--- config.mk ---
export PLATFORM = sky130hd
export DESIGN_NAME = hbus_arbiter
export DESIGN_NICKNAME = d
export VERILOG_FILES = /design/src/rtl/hbus_pkg.sv /design/src/rtl/hbus_rr_pick.sv /design/src/rtl/hbus_arbiter.sv
export SDC_FILE = /design/constraint.sdc
export NUM_CORES = 1
export LEC_CHECK = 0
export ABC_AREA = 1
export BUFFER_PORTS_ARGS = -buffer_cell sky130_fd_sc_hd__buf_4
export CELL_PAD_IN_SITES_DETAIL_PLACEMENT = 1
export CELL_PAD_IN_SITES_GLOBAL_PLACEMENT = 2
export CORE_UTILIZATION = 24
export DETAILED_ROUTE_END_ITERATION = 12
export PLACE_DENSITY_LB_ADDON = 0.1
export SLEW_MARGIN = 20
export SYNTH_ARGS = -nofsm -noshare
export SYNTH_HDL_FRONTEND = slang
export SYNTH_HIERARCHICAL = 1
export SYNTH_SLANG_ARGS = --single-unit
--- constraint.sdc ---
create_clock -name clk90 -period 3.17 [get_ports clk90]
set_input_delay 0.634 -clock clk90 [delete_from_list [all_inputs] [get_ports clk90]]
set_output_delay 0.634 -clock clk90 [all_outputs]
set_load 0.01 [all_outputs]
--- src/rtl/hbus_pkg.sv ---
// rtl/hbus_pkg.sv - shared definitions for the hbus_arbiter burst sequencer
//
// Contents: one-hot sequencer state encoding, default bus widths and the
// byte-mask width helper used to size the write mask path.
package hbus_pkg;

    localparam int HBUS_WIDTH       = 8;
    localparam int HBUS_ADDR_LENGTH = 32;

    typedef enum logic [3:0] {
        ST_IDLE  = 4'b0001,
        ST_ISSUE = 4'b0010,
        ST_XFER  = 4'b0100,
        ST_GAP   = 4'b1000
    } state_t;

    // One mask bit per byte of a beat; a beat is 2*width bits.
    function automatic int mask_width(input int width);
        return (2 * width + 7) / 8;
    endfunction

endpackage

--- src/rtl/hbus_rr_pick.sv ---
// rtl/hbus_rr_pick.sv - two-way round-robin pick with last-winner register
//
// Ports:
//   clk90, rst     clock, asynchronous active-high reset
//   req_a, req_b   pending requests
//   take           commit the current pick as the new last winner
//   pick_b         1 = port B wins, 0 = port A wins (valid when a request is pending)
module hbus_rr_pick (
    input  logic clk90,
    input  logic rst,
    input  logic req_a,
    input  logic req_b,
    input  logic take,
    output logic pick_b
);

    logic last_b;

    // B wins when alone, or on a tie when A was the previous winner.
    assign pick_b = req_b & (~req_a | ~last_b);

    // Reset to "B won last" so A takes the first tie.
    always_ff @(posedge clk90 or posedge rst) begin
        if (rst) begin
            last_b <= 1'b1;
        end else if (take) begin
            last_b <= pick_b;
        end
    end

endmodule

--- src/rtl/hbus_arbiter.sv ---
// rtl/hbus_arbiter.sv - two-port round-robin burst arbiter in front of the hyperbus leader
//
// Ports:
//   clk90, rst                  clock (HyperBus clk shifted 90 deg), async active-high reset
//   a_*/b_* inputs              burst request: req, we, reg, adr, len (beats-1), wdat, mask
//   a_*/b_* outputs             gnt, wready, rvalid, rdata, done (1-cycle), err (with done on abort)
//   adr_o, dat_o, mask_o,
//   reg_space_o, wrq_o, rrq_o   controller request side (hold-until-done rrq/wrq)
//   ready_i, valid_i, dat_i     controller write-accept, read-valid and read data
module hbus_arbiter
    import hbus_pkg::*;
#(
    parameter int WIDTH       = HBUS_WIDTH,
    parameter int ADDR_LENGTH = HBUS_ADDR_LENGTH,
    parameter int LEN_W       = 8,
    parameter int GAP_COUNT   = 2,
    parameter int TIMEOUT     = 64
) (
    input  logic                   clk90,
    input  logic                   rst,
    input  logic                   a_req,
    input  logic                   a_we,
    input  logic                   a_reg,
    input  logic [ADDR_LENGTH-1:0] a_adr,
    input  logic [LEN_W-1:0]       a_len,
    input  logic [2*WIDTH-1:0]     a_wdat,
    input  logic [1:0]             a_mask,
    output logic                   a_gnt,
    output logic                   a_wready,
    output logic                   a_rvalid,
    output logic [2*WIDTH-1:0]     a_rdata,
    output logic                   a_done,
    output logic                   a_err,
    input  logic                   b_req,
    input  logic                   b_we,
    input  logic                   b_reg,
    input  logic [ADDR_LENGTH-1:0] b_adr,
    input  logic [LEN_W-1:0]       b_len,
    input  logic [2*WIDTH-1:0]     b_wdat,
    input  logic [1:0]             b_mask,
    output logic                   b_gnt,
    output logic                   b_wready,
    output logic                   b_rvalid,
    output logic [2*WIDTH-1:0]     b_rdata,
    output logic                   b_done,
    output logic                   b_err,
    output logic [ADDR_LENGTH-1:0] adr_o,
    output logic [2*WIDTH-1:0]     dat_o,
    output logic [2:0]             mask_o,
    output logic                   reg_space_o,
    output logic                   wrq_o,
    output logic                   rrq_o,
    input  logic                   ready_i,
    input  logic                   valid_i,
    input  logic [2*WIDTH-1:0]     dat_i
);

    localparam int MW   = mask_width(WIDTH);
    localparam int WD_W = $clog2(TIMEOUT + 1);
    localparam int GC_W = $clog2(GAP_COUNT + 1);

    state_t                 state, state_nx;
    logic                   owner_b, lat_we, lat_reg;
    logic [ADDR_LENGTH-1:0] lat_adr;
    logic [LEN_W-1:0]       lat_len;
    logic [LEN_W:0]         beats;      // one extra bit so len=all-ones never wraps
    logic [WD_W-1:0]        wdog;
    logic [GC_W-1:0]        gap_cnt;
    logic [2*WIDTH-1:0]     rdata_q;
    logic                   rvalid_q, done_q, err_q;
    logic                   any_req, take, pick_b;
    logic                   beat, last_beat, timeout, gap_end;
    logic                   gnt, wr_path;
    logic [MW-1:0]          mask_sel;

    assign any_req = a_req | b_req;
    assign take    = (state == ST_IDLE) & any_req;

    hbus_rr_pick u_pick (
        .clk90  (clk90),
        .rst    (rst),
        .req_a  (a_req),
        .req_b  (b_req),
        .take   (take),
        .pick_b (pick_b)
    );

    // A beat is a controller handshake in XFER only; ready/valid seen in
    // ISSUE or GAP (pipeline lag after the request drops) are ignored.
    assign beat      = (state == ST_XFER) & (lat_we ? ready_i : valid_i);
    assign last_beat = beat & (beats == {1'b0, lat_len});
    assign timeout   = (state == ST_XFER) & ~beat & (wdog == WD_W'(TIMEOUT - 1));
    assign gap_end   = (gap_cnt == GC_W'(GAP_COUNT - 1));

    always_ff @(posedge clk90 or posedge rst) begin
        if (rst) begin
            state <= ST_IDLE;
        end else begin
            state <= state_nx;
        end
    end

    always_comb begin
        state_nx = state;
        unique case (state)
            ST_IDLE:  if (any_req) state_nx = ST_ISSUE;
            ST_ISSUE: state_nx = ST_XFER;
            ST_XFER:  if (last_beat | timeout) state_nx = ST_GAP;
            ST_GAP:   if (gap_end) state_nx = ST_IDLE;
            default:  state_nx = ST_IDLE;
        endcase
    end

    // Request lines and grant are held from ISSUE through XFER and fall
    // together on GAP entry, so rrq_o/wrq_o can never be high at once.
    always_comb begin
        gnt         = 1'b0;
        wrq_o       = 1'b0;
        rrq_o       = 1'b0;
        adr_o       = '0;
        reg_space_o = 1'b0;
        if (state == ST_ISSUE || state == ST_XFER) begin
            gnt         = 1'b1;
            wrq_o       = lat_we;
            rrq_o       = ~lat_we;
            adr_o       = lat_adr;
            reg_space_o = lat_reg;
        end
    end

    always_ff @(posedge clk90 or posedge rst) begin
        if (rst) begin
            owner_b  <= 1'b0;
            lat_we   <= 1'b0;
            lat_reg  <= 1'b0;
            lat_adr  <= '0;
            lat_len  <= '0;
            beats    <= '0;
            wdog     <= '0;
            gap_cnt  <= '0;
            rdata_q  <= '0;
            rvalid_q <= 1'b0;
            done_q   <= 1'b0;
            err_q    <= 1'b0;
        end else begin
            rvalid_q <= 1'b0;
            done_q   <= last_beat | timeout;
            err_q    <= timeout;
            if (take) begin
                owner_b <= pick_b;
                lat_we  <= pick_b ? b_we  : a_we;
                lat_reg <= pick_b ? b_reg : a_reg;
                lat_adr <= pick_b ? b_adr : a_adr;
                lat_len <= pick_b ? b_len : a_len;
            end
            if (state == ST_ISSUE) begin
                beats <= '0;
                wdog  <= '0;
            end else if (beat) begin
                beats <= beats + 1'b1;
                wdog  <= '0;
            end else if (state == ST_XFER) begin
                wdog <= wdog + 1'b1;
            end
            if (beat & ~lat_we) begin
                rdata_q  <= dat_i;
                rvalid_q <= 1'b1;
            end
            if (state == ST_GAP) begin
                gap_cnt <= gap_cnt + 1'b1;
            end else begin
                gap_cnt <= '0;
            end
        end
    end

    // owner_b only changes in IDLE, so it still names the right port for
    // the registered rvalid/done that land in the first GAP cycle.
    assign wr_path  = gnt & lat_we;
    assign dat_o    = wr_path ? (owner_b ? b_wdat : a_wdat) : '0;
    assign mask_sel = wr_path ? (owner_b ? b_mask : a_mask) : '0;
    assign mask_o   = {1'b0, mask_sel};

    assign a_gnt    = gnt & ~owner_b;
    assign b_gnt    = gnt & owner_b;
    assign a_wready = beat & lat_we & ~owner_b;
    assign b_wready = beat & lat_we & owner_b;
    assign a_rvalid = rvalid_q & ~owner_b;
    assign b_rvalid = rvalid_q & owner_b;
    assign a_rdata  = owner_b ? '0 : rdata_q;
    assign b_rdata  = owner_b ? rdata_q : '0;
    assign a_done   = done_q & ~owner_b;
    assign b_done   = done_q & owner_b;
    assign a_err    = err_q & ~owner_b;
    assign b_err    = err_q & owner_b;

endmodule

==> flow_summary.toml <==
[run_status]
run_status = "completed"

[sta]
fin_crit_sh_pct = 86.5
relSlewSlack_pct = 57.2
report.final.hold_viol_count = 0
fin_skew_ns = 0.00528
maxSlewViolCount = 0
setup_tns_ns = 0
fmax_mhz = 365
holdWs_ns = 0.295
worst_pin_slew_ns = 0.642
rsz0062_at_grt = "false"
setup_viol = 0
period_minus_slack_ns = 2.74

[routing]
drtAntennaViolNets = 0
wirelength_um = 18300
firstDrtPassIters = 4
routedWlPerCell_um = 14.8
drtIter0Drc = 245
via_count = 5270
viasPerCell = 4.25
remaining_drc_errors = 0

[setup_path]
critPathCaptureType = "primary output"
ff2ff_path_depth = 7
arrival_ns = 2.11
cpMostUsedCell = "inv_4"
r2r_start = "u_pick/last_b"
r2r_slack_ns = 1.29
path_class = "reg2out"
worst_setup_path_start_kind = "flop"
worstPathRequired_ns = 2.54
crit_chain = "nor2_2 -> nand3_2 -> nand2_4 -> inv_4 -> nor2_8 -> inv_4 -> a21oi_1 -> buf_4"
rr_endpoint = "lat_adr[10]"
max_stage_delay_ns = 0.55
critPathSlowestCell = "dfstp_2"
cp_max_fo = 40
crit_buf_inv = 3
crit_family = "buffers and inverters"

[logic_synthesis]
syn-instance-count = 741
ys.flop_type = "dfrtp_1"
syn_area_um2 = 5130
yosys_warnings = 6
synth_fp_nets = 886
ys_ff_latch = 85
ys_types = 38
synth.avg_cell_area_um2 = 6.93
async_flop_share_pct = 100
seq_area_frac_synth_pct = 41.5
synth-edff-count = 0

[grt]
grt_pass1_vias = 5376
grt_pass1_wl_um = 29100
grt.total_usage_pct = 17.1
grt_max_degree = 60
antenna_found_initial = 0
overflow = 0

[floorplan]
dieArea_um2 = 22000
core_um2 = 21000
num_io_pins = 238
row_count = 53
die_w_um = 148
start_util_pct = 24.4
die_h_um = 148

[power_and_ir_drop]
p_int_mw = 3.55
p_leak_nw = 4.06
pwr-share-comb_pct = 47.5
power_density_nw_per_um2 = 802
clockPowerShare_pct = 22.3
peakVddDrop_mv = 0.290
switching_share_pct = 40.8
power.switching_mw = 2.45
seqPwrFrac_pct = 30.2
finalPower_mw = 6.00

[clock_network]
cts_resized = 0
cts_setup_buffers = 0
clock_latency_ns = 0.35
clkTransAtPathRegs_ns = 0.06
cts_inserted_buffers = 9
clockBufferDepth = 2
cts.sinks = 85
ctsHoldBuffers = 0
cts_tree = "done"
htree_levels = 3
clock-root-buffer = "clkbuf_16"

[cells_and_area]
largest_reg_flops = 32
regMostFlops = "lat_adr"
n_antenna_cell = 0
fillCellCount = 2671
reg_top3 = "lat_adr (32), rdata_q (16), beats (9)"
drive_above_1_share_pct = 30.4
layout_commonest_cell = "buf_4"
fin_nets = 1104
regArea_um2 = 2130
final_cell_mix = "243 x buf_4, 179 x nand2_1, 162 x nor2_1"
area_growth_syn_to_layout_pct = 45.7
multi_input_area_um2 = 2320

[placed_design]
gp_congestion = 0.814
port-buffer-count = 236
dp_hpwl_um = 13800

[min_path]
hold_class = "in2async"

[job]
maxCapViolations = 0
[synthesized netlist by cell type, types with 2 or more instances]
cell type,instances,area (µm²)
nand2_4,3,33.8
clkbuf_1,18,67.6
nor3_1,6,30.0
o31ai_1,42,315
dfrtp_1,83,2080
a21oi_1,15,75.1
a21oi_2,10,87.6
nand2_1,179,672
o21ai_1,14,70.1
nor2_2,2,12.5
buf_6,8,90.1
inv_2,2,7.51
buf_4,2,15.0
nand3_2,2,20.0
o21ai_0,12,60.1
and2_1,2,12.5
ha_1,3,37.5
nor2_1,162,608
nand3_1,25,125
buf_2,8,40.0
inv_1,114,428
nand4_1,7,43.8
o21ai_2,4,35.0
inv_4,3,18.8
dfstp_2,2,52.6
[stage by stage]
| step | instances | worst slack (ns) | area [µm²] | utilization, % |
|---|---|---|---|---|
| finish | 1239 | 0.427 | 7480 | 35.6 |
| global route | 1239 | 0.303 | 7480 | 35.6 |
| CTS | 1239 | 0.389 | 7480 | 35.6 |
| detailed placement | 1223 | 0.776 | 7110 | 33.8 |
| global placement | 1223 | 0.834 | 7110 | 33.8 |
| floorplan | 741 | 0.373 | 5130 | - |
[logic make-up after synthesis]
group | Yosys count | share of synthesized area, %
XOR/XNOR | 2 | 0.341
AO/OA/AOI/OAI | 101 | 13.1
flip-flops | 85 | 41.5
adder cells (fa/ha/maj) | 3 | 0.731
buffers and inverters | 158 | 13.3
other | 1 | 0.0730
AND/OR/NAND/NOR | 391 | 31.0
[power by group through the flow]
| stage | registers, mW | logic [mW] | clock network [mW] |
|---|---|---|---|
| after global placement | 1.81 | 2.93 | 0 |
| after CTS | 1.82 | 2.92 | 1.37 |
| after floorplan | 1.74 | 1.84 | 0 |
| final | 1.81 | 2.85 | 1.34 |
| after global routing | 1.87 | 3.23 | 1.42 |
| after detailed placement | 1.83 | 2.91 | 0 |
[per-layer routing]
layer	vias to the layer above	GRT usage [%]	routed length, µm
li1	2722	-	-
met1	2384	21.9	8320
met2	145	27.0	8310
met3	19	5.28	1350
met4	0	6.03	346
met5	-	0	0
[layout make-up]
type	instances	area share, %
Multi-Input combinational cell	498	31.0
Sequential cell	85	28.5
Timing Repair Buffer	244	24.6
Inverter	121	6.25
Tap cell	275	4.60
Clock buffer	10	3.19
Clock inverter	6	1.79
[how the worst max path moves through the flow]
stage	startpoint	end	cells after the start
2_1_floorplan	rst	beats[0]	1
3_3_place_gp	state[0]	dat_o[4]	8
3_5_place_dp	state[0]	dat_o[5]	8
4_1_cts	state[0]	dat_o[5]	8
5_1_grt	state[0]	dat_o[5]	8
6_report	state[0]	dat_o[5]	8
[worst register-to-register path, stage by stage, from the launching register on]
cell and delay [ns]:
dfstp_2 0.53, nand2_1 0.06, and2_1 0.13, buf_4 0.20, clkinv_1 0.06, buf_4 0.42, nor2_1 0.13, o31ai_1 0.25
Power figures use the tool's default switching activity.
